--- config.mk ---
export PLATFORM = sky130hd
export DESIGN_NAME = ts_sync_recovery_param_flat
export DESIGN_NICKNAME = d
export VERILOG_FILES = /design/src/rtl/ts_sync_recovery_param_if.sv /design/src/rtl/ts_sync_recovery_param.sv /design/src/flat_wrapper.sv
export SDC_FILE = /design/constraint.sdc
export NUM_CORES = 1
export LEC_CHECK = 0
export ABC_AREA = 1
export BUFFER_PORTS_ARGS = -buffer_cell sky130_fd_sc_hd__buf_2
export CAP_MARGIN = 20
export CORE_ASPECT_RATIO = 1.25
export CORE_MARGIN = 1
export CORE_UTILIZATION = 56
export DETAILED_ROUTE_END_ITERATION = 8
export PLACE_DENSITY = 0.83
export SYNTH_ARGS = -nofsm -noshare
export SYNTH_HDL_FRONTEND = slang
export SYNTH_SLANG_ARGS = --single-unit
--- constraint.sdc ---
create_clock -name clk -period 1.7 [get_ports clk]
set_input_delay 0.085 -clock clk [delete_from_list [all_inputs] [get_ports clk]]
set_output_delay 0.085 -clock clk [all_outputs]
set_load 0.01 [all_outputs]
--- src/rtl/ts_sync_recovery_param_if.sv ---
// Byte-stream bus for the TS sync recovery block.
// The source side (master) drives bytes in; the recovery block (slave)
// returns the re-timed bytes with packet-alignment flags.
interface ts_sync_recovery_param_if;
  logic [7:0] byte_in;
  logic       byte_valid;
  logic [7:0] byte_out;
  logic       valid;
  logic       sync;
  logic       locked;
  logic       sync_miss;

  modport master (
    output byte_in, byte_valid,
    input  byte_out, valid, sync, locked, sync_miss
  );

  modport slave (
    input  byte_in, byte_valid,
    output byte_out, valid, sync, locked, sync_miss
  );
endinterface

--- src/rtl/ts_sync_recovery_param.sv ---
// MPEG-2 TS sync recovery with flywheel hysteresis, one channel.
// Hunts for SYNC_BYTE, confirms it at PKT_LEN spacing, locks after LOCK_CNT
// confirmations and only re-hunts after UNLOCK_CNT consecutive misses.
// Optional macro TS_SYNC_STATS_EN adds saturating lock_loss_cnt / pkt_cnt.
module ts_sync_recovery_param #(
  parameter int         PKT_LEN    = 188,
  parameter logic [7:0] SYNC_BYTE  = 8'h47,
  parameter int         LOCK_CNT   = 3,
  parameter int         UNLOCK_CNT = 3,
  parameter int         POS_W      = 8
) (
  input  logic                       clk,
  input  logic                       rst,
  ts_sync_recovery_param_if.slave    bus
`ifdef TS_SYNC_STATS_EN
 ,output logic [15:0]                lock_loss_cnt
 ,output logic [31:0]                pkt_cnt
`endif
);

  typedef enum logic [1:0] {HUNT, VERIFY, LOCKED} state_t;

  localparam logic [POS_W-1:0] POS_LAST = POS_W'(PKT_LEN - 1);
  localparam logic [POS_W-1:0] POS_ONE  = POS_W'(1);
  localparam logic [3:0]       LOCK_C   = 4'(LOCK_CNT);
  localparam logic [3:0]       UNLOCK_C = 4'(UNLOCK_CNT);

  state_t           state_q, state_d;
  logic [POS_W-1:0] pos_q, pos_d, pos_nxt;
  logic [3:0]       hit_q, hit_d, miss_q, miss_d;
  logic             sync_d, smiss_d;
  logic             is_sync;

  logic [7:0]       byte_p1;
  logic             vld_p1, sync_p1, locked_p1, smiss_p1;

  assign is_sync = (bus.byte_in == SYNC_BYTE);
  assign pos_nxt = (pos_q == POS_LAST) ? '0 : pos_q + POS_ONE;

  // Next-state: hunt / verify / flywheel decisions, only on accepted bytes
  always_comb begin
    state_d = state_q;
    pos_d   = pos_q;
    hit_d   = hit_q;
    miss_d  = miss_q;
    sync_d  = 1'b0;
    smiss_d = 1'b0;
    if (bus.byte_valid) begin
      case (state_q)
        HUNT: begin
          if (is_sync) begin
            state_d = VERIFY;
            pos_d   = POS_ONE;
            hit_d   = '0;
          end
        end
        VERIFY: begin
          if (pos_q != '0) begin
            pos_d = pos_nxt;
          end else if (is_sync) begin
            hit_d = hit_q + 4'd1;
            pos_d = POS_ONE;
            if (hit_q + 4'd1 == LOCK_C) begin
              state_d = LOCKED;
              miss_d  = '0;
              sync_d  = 1'b1;
            end
          end else begin
            // Mismatching boundary byte is dropped, not reused as a candidate
            state_d = HUNT;
            hit_d   = '0;
            pos_d   = '0;
          end
        end
        LOCKED: begin
          pos_d = pos_nxt;
          if (pos_q == '0) begin
            if (is_sync) begin
              sync_d = 1'b1;
              miss_d = '0;
            end else begin
              smiss_d = 1'b1;
              miss_d  = miss_q + 4'd1;
              if (miss_q + 4'd1 == UNLOCK_C) begin
                state_d = HUNT;
                pos_d   = '0;
                hit_d   = '0;
              end else begin
                // Flywheel: keep marking the expected boundary
                sync_d = 1'b1;
              end
            end
          end
        end
        default: state_d = HUNT;
      endcase
    end
  end

  // ---- stage p1: control state and registered outputs ----
  always_ff @(posedge clk) begin
    if (rst) begin
      state_q   <= HUNT;
      pos_q     <= '0;
      hit_q     <= '0;
      miss_q    <= '0;
      byte_p1   <= '0;
      vld_p1    <= 1'b0;
      sync_p1   <= 1'b0;
      locked_p1 <= 1'b0;
      smiss_p1  <= 1'b0;
    end else begin
      state_q   <= state_d;
      pos_q     <= pos_d;
      hit_q     <= hit_d;
      miss_q    <= miss_d;
      byte_p1   <= bus.byte_valid ? bus.byte_in : '0;
      vld_p1    <= bus.byte_valid;
      sync_p1   <= sync_d;
      locked_p1 <= (state_d == LOCKED);
      smiss_p1  <= smiss_d;
    end
  end

  assign bus.byte_out  = byte_p1;
  assign bus.valid     = vld_p1;
  assign bus.sync      = sync_p1;
  assign bus.locked    = locked_p1;
  assign bus.sync_miss = smiss_p1;

`ifdef TS_SYNC_STATS_EN
  function automatic logic [15:0] sat_inc16(input logic [15:0] v);
    return (v == '1) ? v : v + 16'd1;
  endfunction

  function automatic logic [31:0] sat_inc32(input logic [31:0] v);
    return (v == '1) ? v : v + 32'd1;
  endfunction

  logic lock_lost;
  assign lock_lost = bus.byte_valid && (state_q == LOCKED) && (state_d == HUNT);

  // Saturating statistics, updated alongside the p1 outputs
  always_ff @(posedge clk) begin
    if (rst) begin
      lock_loss_cnt <= '0;
      pkt_cnt       <= '0;
    end else begin
      if (lock_lost) lock_loss_cnt <= sat_inc16(lock_loss_cnt);
      if (sync_d)    pkt_cnt       <= sat_inc32(pkt_cnt);
    end
  end
`endif

endmodule

--- src/flat_wrapper.sv ---
// flat-port wrapper written by rule: the top's interface ports become plain ports
module ts_sync_recovery_param_flat 
#(
  parameter int         PKT_LEN    = 188,
  parameter logic [7:0] SYNC_BYTE  = 8'h47,
  parameter int         LOCK_CNT   = 3,
  parameter int         UNLOCK_CNT = 3,
  parameter int         POS_W      = 8
)
  (clk, rst, bus_byte_in, bus_byte_valid, bus_byte_out, bus_valid, bus_sync, bus_locked, bus_sync_miss);
  ts_sync_recovery_param_if bus_i ();
  input  logic clk;
  input  logic rst;
  input wire logic [$bits(bus_i.byte_in)-1:0] bus_byte_in;
  input wire logic [$bits(bus_i.byte_valid)-1:0] bus_byte_valid;
  output wire logic [$bits(bus_i.byte_out)-1:0] bus_byte_out;
  output wire logic [$bits(bus_i.valid)-1:0] bus_valid;
  output wire logic [$bits(bus_i.sync)-1:0] bus_sync;
  output wire logic [$bits(bus_i.locked)-1:0] bus_locked;
  output wire logic [$bits(bus_i.sync_miss)-1:0] bus_sync_miss;
  assign bus_i.byte_in = bus_byte_in;
  assign bus_i.byte_valid = bus_byte_valid;
  assign bus_byte_out = bus_i.byte_out;
  assign bus_valid = bus_i.valid;
  assign bus_sync = bus_i.sync;
  assign bus_locked = bus_i.locked;
  assign bus_sync_miss = bus_i.sync_miss;
  ts_sync_recovery_param #(.PKT_LEN(PKT_LEN), .SYNC_BYTE(SYNC_BYTE), .LOCK_CNT(LOCK_CNT), .UNLOCK_CNT(UNLOCK_CNT), .POS_W(POS_W)) u_core (.clk(clk), .rst(rst), .bus(bus_i));
endmodule
==> results of run 1 <==
==> final timing paths <==
check	slack, ns	start	end
worst min register to register	0.48	u_core.hit_q[3]	u_core.hit_q[3]
worst max-delay path	0.10	u_core.state_q[0]	u_core.miss_q[2]
worst min-delay path	0.007	rst	u_core.state_q[0]
worst max register to register	0.10	u_core.state_q[0]	u_core.miss_q[2]
==> through the flow <==
| step | utilization | instance area (µm²) | std cells | setup WS (ns) | setup TNS [ns] |
|---|---|---|---|---|---|
| after CTS | 0.714 | 1990 | 319 | 0.0801 | 0 |
| after global placement | 0.664 | 1850 | 303 | 0.114 | 0 |
| final | 0.724 | 2020 | 319 | 0.102 | 0 |
| after global routing | 0.724 | 2020 | 319 | -0.0385 | -0.0665 |
| after detailed placement | 0.664 | 1850 | 303 | 0.105 | 0 |
| after floorplan | - | 1700 | 247 | 0.280 | 0 |
==> per-layer routing <==
| layer | track usage | routed length [µm] | vias to the layer above |
|---|---|---|---|
| met5 | 0 | 0 | - |
| met4 | 0.172 | 194 | 0 |
| met3 | 0.0725 | 183 | 18 |
| met2 | 0.484 | 2010 | 44 |
| met1 | 0.246 | 1470 | 728 |
| li1 | - | - | 845 |
==> cells by family after synthesis <==
| family | after synthesis | share of synthesized area |
|---|---|---|
| fa+ha+maj | 10 | 0.0737 |
| buf+inv | 45 | 0.0996 |
| flops | 30 | 0.354 |
| simple gates | 135 | 0.381 |
| xor+xnor | 3 | 0.0155 |
| compound gates | 24 | 0.0767 |
==> synthesized netlist by cell type <==
cell type and count:
nand3_1 19, nand2_1 48, nor3_1 3, nor2_1 41
a21oi_2 1, nand2_2 5, a21oi_1 12, inv_1 35
dfxtp_1 30, nor3_2 4, nand2_4 3, a21boi_0 1
xor2_1 3, o21ai_1 4, nand4_1 4, nand3_4 1
nor2_4 2, o21ai_2 1, inv_2 8, o21ai_0 5
ha_1 10, nor2_2 5, clkinv_1 2
==> critical path: stages (launching register included) <==
cell and delay [ns]:
dfxtp_1 0.40, inv_1 0.09, ha_1 0.29, o21ai_2 0.20, nand2_2 0.09, nor2_4 0.17, nand2_2 0.09, o21ai_1 0.12
nor2_1 0.05
==> power breakdown <==
| group | switching, mW | internal [mW] | total (mW) |
|---|---|---|---|
| combinational | 0.0536 | 0.0392 | 0.0929 |
| clock | 0.260 | 0.200 | 0.460 |
| sequential | 0.00299 | 0.712 | 0.715 |
| total | 0.317 | 0.951 | 1.27 |
==> registers in the layout, summed over array words and instances (netlist names) <==
register / count
u_core.hit_q: 4
u_core.bus.sync_miss: 1
u_core.bus.locked: 1
u_core.pos_q: 8
u_core.bus.valid: 1
u_core.bus.byte_out: 8
u_core.miss_q: 4
u_core.state_q: 2
u_core.bus.sync: 1
==> area by class of cell <==
| type | instances | area [µm²] | area share |
|---|---|---|---|
| multi-input combinational | 172 | 953 | 0.473 |
| sequential | 30 | 602 | 0.298 |
| timing repair buffer | 30 | 190 | 0.0943 |
| inverter | 45 | 169 | 0.0837 |
| clock buffer | 7 | 55.1 | 0.0273 |
| tap | 34 | 42.5 | 0.0211 |
| clock inverter | 1 | 5.00 | 0.00248 |
==> repair_timing <==
item,4_1_cts,5_1_grt
hold endpoints to repair,8,0
gates resized for setup,0,10
setup endpoints to repair,0,19
hold buffers,8,0
==> metrics.csv, run 1 <==
stage,metric,value,unit
cts,numClockSinks,30,
grt,grt_max_degree,11,
floorplanning,rows,21,
drt,drc_errors,0,
drt,via_per_inst,5.13,
synth,ys_seq_area_frac,0.354,
drt,routed_wl,3850,µm
cts,cts_setup_buffers,0,
setup_path,rr_worst_depth,8,
cts,cts_buffers,5,
cts,htreeDepth,2,
setup_path,setup.worst_path.start_class,flop,
sta,maxSlewHeadroom,0.807,
floorplanning,dieArea,0.00326,mm²
layout,drive_gt1_frac,0.235,
layout,num-nets-final,305,
grt,grt_pass1_vias,1615,
layout,final_cell_mix,"nand2_1, nor2_1, inv_1, dfxtp_1, buf_2",
placement,place.gp.congestion,0.872,
grt,grt_overflow,0,
floorplanning,coreArea,0.00279,mm²
cts,clock_latency,0.34,ns
min_path,holdPathStages,2,
placement,dp_hpwl,2630,µm
synth,yosys.area.top_type,dfxtp_1,
setup_path,critPathRequiredTime,1.94,ns
power_and_ir_drop,powerDensity,628,mW/mm²
synth,synthTopCellsByArea,"dfxtp_1, nand2_1, nor2_1",
drt,drt-wirelength-per-cell,12.1,µm
setup_path,worstPathArrival,1.84,ns
synth,avgSynthCellArea,6.87,µm²
synth,synth_cells,247,
sta,hold_violations,0,
grt,grt_pass1_wl,6400,µm
run,cap_violations,0,
synth,ys_ff_latch,30,
synth,ys_warn_count,0,
layout,syn2layout_area_growth,18.9,%
power_and_ir_drop,power,1.27,mW
sta,fin_crit_sh,0.940,
status,status,completed,
layout,n_antenna_cell,0,
min_path,hold_path_class,in -> reg,
synth,netlist_area,0.00170,mm²
synth,synth_top_area_share,0.354,
setup_path,cp_max_fo,5,
cts,clk_pin_slew_worst_paths,0.10,ns
grt,grtUsageTotal,0.264,
drt,drt_iter0_drc,36,
drt,num_vias,1635,
drt,antenna_left,0,
cts,cts_root_buffer,clkbuf_4,
sta,slew_violations,0,
placement,io_buffer_count,22,
sta,worstMarginPinSlew,0.288,ns
floorplanning,ioPinCount,23,
sta,setup_viol,0,
setup_path,path_class,reg -> reg,
sta,max_freq,0.626,GHz
sta,hold_ws,0.00743,ns
layout,layout_commonest_cell,nand2_1,
floorplanning,die_w,51.2,µm
sta,clock_skew,0.00563,ns
layout,fill_cells,233,
cts,cts_tree,yes,
synth,synth_nets,268,
sta,fin_crit,1.60,ns
synth,ys_types,23,
power_and_ir_drop,p_leak,0.939,nW
setup_path,endpoint_kind,flop,
floorplanning,start_util,0.609,
power_and_ir_drop,ir_drop,0.000509,V
drt,first_pass_iters,4,
grt,antenna_found_initial,0,
floorplanning,die_y,63.5,µm
cts,clockBufferDepth,2,
Power figures use the tool's default switching activity.
==> inputs of run 2 (changes only) <==
- CORE_UTILIZATION: 56 -> 45
- PLACE_DENSITY: 0.83 -> 0.7
==> run 2 against run 1 <==
The flow now finishes with violations (DRC). Sequential share of layout area increased by 0.18 points. Worst setup slack improved by 0.032 ns. Non-clock buffer count decreased by 5. Sequential power about the same. Critical path type unchanged. Critical endpoint is now u_core.miss_q[3]. Highest routed layer unchanged.
==> metrics.csv, run 2 (synthesis gave the netlist of run 1 again) <==
stage,metric,value,unit,change
status,status,"finished, violations left",,
status,violations,DRC,,
layout,final_cell_mix,"nand2_1, nor2_1, inv_1, dfxtp_1, buf_2",,
grt,grt_max_degree,11,,unchanged
placement,dp_hpwl,2600,µm,-1.1%
layout,n_antenna_cell,0,,unchanged
drt,drt-wirelength-per-cell,10.5,µm,-13%
drt,drc_errors,2,,+2
layout,drive_gt1_frac,0.257,,+0.0221
grt,grt_pass1_vias,1437,,-11%
cts,cts_tree,yes,,
cts,cts-hold-fix-buffers,0,,-8
sta,maxSlewHeadroom,0.797,,-0.00989
drt,antenna_left,0,,unchanged
floorplanning,die_w,56.9,µm,+11%
cts,cts_buffers,5,,unchanged
layout,layout_commonest_cell,nand2_1,,
grt,antenna_found_initial,0,,unchanged
placement,numPlacedInstances,308,,+1.7%
power_and_ir_drop,power,1.39,mW,+9.9%
sta,worstMarginPinSlew,0.303,ns,+0.0148 ns
setup_path,cp_max_fo,5,,unchanged
min_path,hold_path_class,in -> reg,,
run,cap_violations,0,,unchanged
cts,clk_pin_slew_worst_paths,0.07,ns,-0.03 ns
grt,grt_overflow,0,,unchanged
sta,max_freq,0.639,GHz,+2.1%
setup_path,worstPathArrival,1.75,ns,-0.09 ns
sta,hold_violations,0,,unchanged
setup_path,path_class,reg -> reg,,
layout,num-nets-final,300,,-1.6%
layout,stdcell_count,319,,unchanged
sta,clock_skew,0.00482,ns,-0.000810 ns
floorplanning,rows,24,,+14%
sta,setup_viol,0,,unchanged
setup_path,setup.worst_path.start_class,flop,,
cts,numClockSinks,30,,unchanged
floorplanning,ioPinCount,23,,unchanged
floorplanning,dieArea,0.00402,mm²,+24%
layout,syn2layout_area_growth,17.9,%,
layout,design_area,0.00200,mm²,-0.81%
layout,postLayoutCoreUtil,0.565,,-0.160
cts,cts_root_buffer,clkbuf_8,,
setup_path,endpoint_kind,flop,,
drt,routed_wl,3360,µm,-13%
drt,via_per_inst,4.87,,-5.0%
power_and_ir_drop,ir_drop,0.000342,V,-33%
floorplanning,coreArea,0.00354,mm²,+27%
sta,fin_crit,1.57,ns,-0.0322 ns
drt,drt_iter0_drc,30,,-17%
cts,htreeDepth,2,,unchanged
sta,rsz0062_at_grt,false,,
placement,placed_area,0.00186,mm²,+0.34%
setup_path,critPathRequiredTime,1.88,ns,-0.06 ns
power_and_ir_drop,powerDensity,696,mW/mm²,+11%
drt,num_vias,1554,,-5.0%
power_and_ir_drop,p_leak,0.930,nW,-0.93%
drt,first_pass_iters,6,,+2
floorplanning,die_y,70.7,µm,+11%
grt,grtUsageTotal,0.180,,-0.0848
cts,clockBufferDepth,2,,unchanged
grt,grt_pass1_wl,5620,µm,-12%
layout,fill_cells,356,,+53%
sta,slew_violations,0,,unchanged
sta,fin_tns_setup,0,ns,unchanged
floorplanning,start_util,0.479,,-0.130
placement,place.gp.congestion,0.768,,-12%
placement,io_buffer_count,22,,unchanged
cts,clock_latency,0.29,ns,-0.05 ns
sta,fin_crit_sh,0.921,,-0.0190
[run 2: layer usage]
layer  wire [µm]  share of wire  vias to the layer above  GRT usage
met5           0              0                        -          0
met4          63          0.019                        0     0.0949
met3         126          0.038                        7     0.0548
met2        1810           0.54                       29      0.331
met1        1350           0.40                      690      0.177
li1            -              -                      828          -
[run 2: timing repair]
action / in CTS / in global routing
endpoints found under the setup margin: 0 / 17
gates resized for setup: 0 / 11
buffers inserted: 0 / 3
[run 2: critical path: stages (launching register included)]
cell and delay (ns):
dfxtp_1 0.32, inv_2 0.07, ha_1 0.16, nand2_1 0.07, nor2_2 0.11, nand2_2 0.11, o21ai_2 0.07, nand2_1 0.10
nor2_4 0.18, nand2_4 0.08, o21ai_1 0.13, nor2_1 0.05
[run 2: worst paths after layout]
path	start	cells after the start	slack (ns)	end
hold reg to reg	u_core.hit_q[3]	2	0.47	u_core.hit_q[3]
setup reg to reg	u_core.pos_q[1]	11	0.13	u_core.miss_q[3]
hold / removal	bus_byte_in[1]	3	0.02	u_core.bus.byte_out[1]
setup / recovery	u_core.pos_q[1]	11	0.13	u_core.miss_q[3]
[run 2: final cells by class]
type,count,area (µm²),area share
inverters,45,169,0.0844
clock buffers,6,82.6,0.0413
flip-flops and latches,30,601,0.300
clock inverters,2,12.5,0.00625
multi-input cells,172,955,0.477
well taps,39,48.8,0.0244
repair buffers,25,133,0.0663
[run 2: power by group]
group | total (mW) | leakage, nW | switching (mW) | internal [mW]
clock | 0.605 | 0.0472 | 0.280 | 0.325
combinational | 0.0741 | 0.640 | 0.0466 | 0.0274
sequential | 0.714 | 0.243 | 0.00224 | 0.712
total | 1.39 | 0.930 | 0.329 | 1.06
[run 2: per-stage QoR]
step	hold slack, ns	setup slack (ns)
global route	0.0103	0.0163
CTS	0.0117	0.0454
global placement	0.312	0.0856
floorplan	0.154	0.280
finish	0.0151	0.134
detailed placement	0.317	0.0658
